### config.mk
export PLATFORM = sky130hd
export DESIGN_NAME = ctrl_bus_arbiter
export DESIGN_NICKNAME = d
export VERILOG_FILES = /design/src/rtl/ctrl_bus_arbiter.sv
export SDC_FILE = /design/constraint.sdc
export NUM_CORES = 1
export LEC_CHECK = 0
export CORE_AREA = 5 5 72 67
export CTS_BUF_LIST = sky130_fd_sc_hd__clkbuf_8
export DETAILED_ROUTE_END_ITERATION = 8
export DIE_AREA = 0 0 77 72
export PLACE_DENSITY = 0.79
export SYNTH_ARGS = -nofsm -noshare
export SYNTH_HDL_FRONTEND = slang
export SYNTH_SLANG_ARGS = --single-unit
### constraint.sdc
create_clock -name mclk -period 2.2 [get_ports mclk]
set_clock_uncertainty 0.05 [all_clocks]
set_input_delay 0.66 -clock mclk [delete_from_list [all_inputs] [get_ports mclk]]
set_output_delay 0.66 -clock mclk [all_outputs]
set_load 0.01 [all_outputs]
### src/rtl/ctrl_bus_arbiter.sv
// ctrl_bus_arbiter
// Shares one control bus between two masters: the CPU (master 0) and the
// USB host interface (master 1). Arbitration is round-robin with a
// request/grant/release handshake. A starvation timeout takes the bus away
// from a master that holds it too long while the other master is waiting.
//
// Ports
//   mclk, rst                  clock (rising edge) and async active-high reset
//   m0_req/addr/read/write/wdata, m0_gnt   CPU request, bus signals, grant
//   m1_req/addr/read/write/wdata, m1_gnt   USB request, bus signals, grant
//   bus_addr/read/write/wdata  bus signals of the current owner, to the slaves
//   bus_rdata                  read data from the slaves
//   m_rdata                    bus_rdata passed straight through to both masters
//   timeout_err                one-cycle pulse when a grant is forcibly revoked
//   owner                      status: 00 idle, 01 master 0, 10 master 1
module ctrl_bus_arbiter #(
  parameter int ADDR_W  = 8,
  parameter int DATA_W  = 8,
  parameter int TIMEOUT = 255
) (
  input  logic              mclk,
  input  logic              rst,
  input  logic              m0_req,
  input  logic [ADDR_W-1:0] m0_addr,
  input  logic              m0_read,
  input  logic              m0_write,
  input  logic [DATA_W-1:0] m0_wdata,
  output logic              m0_gnt,
  input  logic              m1_req,
  input  logic [ADDR_W-1:0] m1_addr,
  input  logic              m1_read,
  input  logic              m1_write,
  input  logic [DATA_W-1:0] m1_wdata,
  output logic              m1_gnt,
  output logic [ADDR_W-1:0] bus_addr,
  output logic              bus_read,
  output logic              bus_write,
  output logic [DATA_W-1:0] bus_wdata,
  input  logic [DATA_W-1:0] bus_rdata,
  output logic [DATA_W-1:0] m_rdata,
  output logic              timeout_err,
  output logic [1:0]        owner
);

  // The state encoding is the same as the owner status code.
  typedef enum logic [1:0] {
    IDLE = 2'b00,
    OWN0 = 2'b01,
    OWN1 = 2'b10
  } state_t;

  localparam logic [7:0] TIMEOUT_C = 8'(TIMEOUT);

  state_t            state_r;
  logic              m0_gnt_r;
  logic              m1_gnt_r;
  logic [1:0]        owner_r;
  logic              timeout_err_r;
  logic [7:0]        hold_cnt_r;
  logic              last_owner_r;
  logic              lock0_r;
  logic              lock1_r;
  logic              req0_s;
  logic              req1_s;
  logic [ADDR_W-1:0] bus_addr_s;
  logic              bus_read_s;
  logic              bus_write_s;
  logic [DATA_W-1:0] bus_wdata_s;

  // A revoked master stays locked out until its request has been seen low.
  assign req0_s = m0_req & ~lock0_r;
  assign req1_s = m1_req & ~lock1_r;

  // Arbitration FSM with registered grant, owner and timeout outputs.
  always_ff @(posedge mclk or posedge rst) begin
    if (rst) begin
      state_r       <= IDLE;
      m0_gnt_r      <= 1'b0;
      m1_gnt_r      <= 1'b0;
      owner_r       <= 2'b00;
      timeout_err_r <= 1'b0;
      hold_cnt_r    <= 8'd0;
      last_owner_r  <= 1'b1;
      lock0_r       <= 1'b0;
      lock1_r       <= 1'b0;
    end else begin
      timeout_err_r <= 1'b0;
      lock0_r       <= lock0_r & m0_req;
      lock1_r       <= lock1_r & m1_req;
      case (state_r)
        IDLE: begin
          hold_cnt_r <= 8'd0;
          // On a tie the master that did not own the bus last wins.
          if (req0_s && (!req1_s || last_owner_r)) begin
            state_r  <= OWN0;
            m0_gnt_r <= 1'b1;
            owner_r  <= 2'b01;
          end else if (req1_s) begin
            state_r  <= OWN1;
            m1_gnt_r <= 1'b1;
            owner_r  <= 2'b10;
          end else begin
            state_r  <= IDLE;
            m0_gnt_r <= 1'b0;
            m1_gnt_r <= 1'b0;
            owner_r  <= 2'b00;
          end
        end
        OWN0: begin
          // Release is checked first, so a release on the timeout cycle
          // is an ordinary handover without an error pulse.
          if (!m0_req) begin
            last_owner_r <= 1'b0;
            hold_cnt_r   <= 8'd0;
            m0_gnt_r     <= 1'b0;
            if (req1_s) begin
              state_r  <= OWN1;
              m1_gnt_r <= 1'b1;
              owner_r  <= 2'b10;
            end else begin
              state_r  <= IDLE;
              owner_r  <= 2'b00;
            end
          end else if (req1_s && (hold_cnt_r == TIMEOUT_C)) begin
            state_r       <= OWN1;
            m0_gnt_r      <= 1'b0;
            m1_gnt_r      <= 1'b1;
            owner_r       <= 2'b10;
            timeout_err_r <= 1'b1;
            lock0_r       <= 1'b1;
            last_owner_r  <= 1'b0;
            hold_cnt_r    <= 8'd0;
          end else if (req1_s) begin
            // Never passes TIMEOUT: reaching it forces the transfer above.
            hold_cnt_r <= hold_cnt_r + 8'd1;
          end else begin
            hold_cnt_r <= hold_cnt_r;
          end
        end
        OWN1: begin
          if (!m1_req) begin
            last_owner_r <= 1'b1;
            hold_cnt_r   <= 8'd0;
            m1_gnt_r     <= 1'b0;
            if (req0_s) begin
              state_r  <= OWN0;
              m0_gnt_r <= 1'b1;
              owner_r  <= 2'b01;
            end else begin
              state_r  <= IDLE;
              owner_r  <= 2'b00;
            end
          end else if (req0_s && (hold_cnt_r == TIMEOUT_C)) begin
            state_r       <= OWN0;
            m0_gnt_r      <= 1'b1;
            m1_gnt_r      <= 1'b0;
            owner_r       <= 2'b01;
            timeout_err_r <= 1'b1;
            lock1_r       <= 1'b1;
            last_owner_r  <= 1'b1;
            hold_cnt_r    <= 8'd0;
          end else if (req0_s) begin
            hold_cnt_r <= hold_cnt_r + 8'd1;
          end else begin
            hold_cnt_r <= hold_cnt_r;
          end
        end
        default: begin
          state_r    <= IDLE;
          m0_gnt_r   <= 1'b0;
          m1_gnt_r   <= 1'b0;
          owner_r    <= 2'b00;
          hold_cnt_r <= 8'd0;
        end
      endcase
    end
  end

  // Bus multiplexer: drives the owner's signals to the bus. A write takes
  // priority over a read, and strobes are masked during the release cycle.
  always_comb begin
    bus_addr_s  = {ADDR_W{1'b0}};
    bus_wdata_s = {DATA_W{1'b0}};
    bus_read_s  = 1'b0;
    bus_write_s = 1'b0;
    case (state_r)
      OWN0: begin
        bus_addr_s  = m0_addr;
        bus_wdata_s = m0_wdata;
        bus_write_s = m0_req & m0_write;
        bus_read_s  = m0_req & m0_read & ~m0_write;
      end
      OWN1: begin
        bus_addr_s  = m1_addr;
        bus_wdata_s = m1_wdata;
        bus_write_s = m1_req & m1_write;
        bus_read_s  = m1_req & m1_read & ~m1_write;
      end
      default: begin
        bus_addr_s  = {ADDR_W{1'b0}};
        bus_wdata_s = {DATA_W{1'b0}};
        bus_read_s  = 1'b0;
        bus_write_s = 1'b0;
      end
    endcase
  end

  assign m0_gnt      = m0_gnt_r;
  assign m1_gnt      = m1_gnt_r;
  assign owner       = owner_r;
  assign timeout_err = timeout_err_r;
  assign bus_addr    = bus_addr_s;
  assign bus_read    = bus_read_s;
  assign bus_write   = bus_write_s;
  assign bus_wdata   = bus_wdata_s;
  assign m_rdata     = bus_rdata;

endmodule

==> flow_summary.json <==
{
  "crit_path_start": "m1_wdata[6]",
  "critical_path_buf_inv_count": 2,
  "first_iter_violations": 61,
  "io_pins": 79,
  "cp_cell_sequence": "clkdlybuf4s50_1 -> a22oi_2 -> nor2b_1 -> buf_2",
  "syn_nets": 213,
  "power_uw": 2070,
  "syn_inst": 160,
  "grt_pass1_vias": 1467,
  "clk_pin_slew_ns": 0.06,
  "routedWlPerCell_um": 14.9,
  "finalCriticalPeriod_ns": 2.19,
  "die_area_mm2": 0.00554,
  "dp_hpwl_um": 3350,
  "num_antenna_cells": 0,
  "place_congestion": 0.763,
  "start_util_pct": 33.4,
  "area_growth_pct": 71.8,
  "critical_path_arrival_ns": 1.48,
  "cts.hold.buffers_added": 0,
  "r2r_start": "owner[1]",
  "cts_buffer_depth": 2,
  "leakage_uw": 0.000987,
  "htreeDepth": 1,
  "crit_fanout": 1,
  "layout.nets": 292,
  "cts-root-buf": "clkbuf_8",
  "final-max-slew-violation-count": 0,
  "final_core_util_pct": 57.4,
  "via_count": 1448,
  "crit_path_end_kind": "output port",
  "detailedRoute.firstPassIterationCount": 4,
  "synth_async_sr_flop_share_pct": 100,
  "hp-start": "last_owner_r",
  "yosys_most_used_dff": "dfrtp_1",
  "cts_tree": "built",
  "post_drt_via_cell_ratio": 5.06,
  "whs_ns": 0.446,
  "irDropWorstVdd_mv": 0.678,
  "ys_seq_area_share_pct": 30.1,
  "hold_viol_final": 0,
  "rsz0062_at_grt": "true",
  "rows": 22,
  "max_freq_mhz": 457,
  "grt_pass1_wl_um": 6750,
  "synth_area_mm2": 0.00133,
  "maxCapViolCount": 0,
  "clk_latency_ns": 0.25,
  "grt_max_degree": 17,
  "crit_required_ns": 1.49,
  "start_kind": "input pin",
  "synth-edff-count": 0,
  "drc": 0,
  "hp-class": "register to register",
  "p_per_area_mw_per_mm2": 906,
  "synthDistinctLibCells": 37,
  "cpMaxStageDelayCell": "clkdlybuf4s50_1",
  "slowest_delay_ns": 0.47,
  "worstSetupPathType": "input pin to output port",
  "track_usage_pct": 14.4,
  "syn-mean-instance-area_um2": 8.34,
  "portBuffers": 62,
  "drive_above_1_share_pct": 36.6,
  "fin_crit_sh_pct": 99.5,
  "core_area_mm2": 0.00399,
  "postRouteAntennaNets": 0,
  "yosys_warnings": 0,
  "numCtsBuffers": 3,
  "worst_slack_ns": 0.0108,
  "status": "complete, no violations",
  "die_h_um": 72,
  "cts_sinks": 16,
  "slew_headroom_pct": 57.3,
  "grt_overflow": 0,
  "die_x_um": 77,
  "synth-seq-cells": 16,
  "post-place-ws_ns": -0.616,
  "cp_top_family": "buffers and inverters",
  "antenna_found_initial": 0,
  "wl_um": 4250,
  "setup_viol": 0,
  "fillCellCount": 341,
  "tightest_slew_ns": 0.640,
  "fin_setup_tns_ns": 0
}
where the power goes:
group | internal [µW] | leakage [µW] | switching [µW]
clock | 159 | 0.0000288 | 104
sequential | 352 | 0.000214 | 40.7
combinational | 772 | 0.000744 | 647
total | 1280 | 0.000987 | 792
synthesized netlist by cell type (3+ instances only):
| cell type | count | area share (%) |
|---|---|---|
| a22oi_1 | 17 | 9.6 |
| a21oi_1 | 6 | 2.3 |
| clkbuf_1 | 6 | 1.7 |
| o21ai_1 | 3 | 1.1 |
| nor2b_1 | 19 | 8.9 |
| buf_4 | 8 | 4.5 |
| nand3_1 | 4 | 1.5 |
| nor2_1 | 8 | 2.3 |
| nand2b_1 | 5 | 2.3 |
| nand2_1 | 14 | 3.9 |
| o22ai_1 | 4 | 1.9 |
| dfrtp_1 | 15 | 28 |
| inv_1 | 8 | 2.3 |
| o21ai_0 | 8 | 3.0 |
| ha_1 | 5 | 4.7 |
layout make-up:
type	count	area, µm²	share of cell area [%]
Multi-Input combinational cell	121	960	41.9
Timing Repair Buffer	89	785	34.2
Sequential cell	16	402	17.5
Tap cell	48	60.1	2.62
Clock buffer	4	55.1	2.40
Inverter	8	30.0	1.31
state kept, by name (all words and copies together) (netlist names):
register,count
hold_cnt_r,8
lock1_r,1
m1_gnt,1
owner,2
lock0_r,1
timeout_err,1
last_owner_r,1
m0_gnt,1
placed cells by master (no fill, tap or decap), drive strengths merged, types with 4 or more instances in the layout:
cell           instances
a21oi                  6
a22oi                 17
buf                   45
clkbuf                 4
clkdlybuf4s50         35
dfrtp                 15
dlygate4sd2            5
dlymetal6s2s           4
ha                     5
inv                    8
nand2                 14
nand2b                 5
nand3                  5
nor2                   8
nor2b                 19
nor3                   4
o21ai                 11
o22ai                  6
metrics by stage:
step / cells / area [µm²]
after floorplan: 160 / 1340
after global placement: 281 / 2130
after detailed placement: 281 / 2130
after CTS: 286 / 2220
after global routing: 286 / 2290
final: 286 / 2290
kinds of logic after synthesis:
| logic type | Yosys count | share of synthesized area (%) |
|---|---|---|
| simple gates | 65 | 29.1 |
| fa+ha+maj | 5 | 4.69 |
| compound gates | 50 | 26.5 |
| buf+inv | 23 | 8.82 |
| flops | 16 | 30.1 |
| mux | 1 | 0.844 |
path summary, 6_finish.rpt:
| kind | to | slack [ns] | cells past startpoint |
|---|---|---|---|
| worst max register to register | hold_cnt_r[7] | 0.19 | 8 |
| min in group asynchronous | hold_cnt_r[1] | 0.74 | 2 |
| max in group asynchronous | lock1_r | 0.95 | 2 |
| worst min-delay path | last_owner_r | 0.45 | 2 |
| worst min register to register | last_owner_r | 0.45 | 2 |
| worst max-delay path | bus_wdata[6] | 0.01 | 4 |
per-layer routing:
layer	part of all wire [%]	vias to the layer above	global-route usage (%)	wire length, µm
li1	-	723	-	-
met1	42	695	17.9	1800
met2	53	28	25.6	2260
met3	4.1	2	3.47	176
met4	0.26	0	3.05	11
met5	0	-	0	0
what timing repair did:
action | in CTS | in global routing
setup endpoints to repair | 19 | 17
pin swaps | 1 | 3
resized for setup | 103 | 18
buffers inserted | 1 | 0
worst min-delay path, stage by stage (launching register included):
cell and delay [ns]:
dfstp_2 0.37, o21ai_1 0.06, o21ai_1 0.06
(Power assumes the default switching activity.)
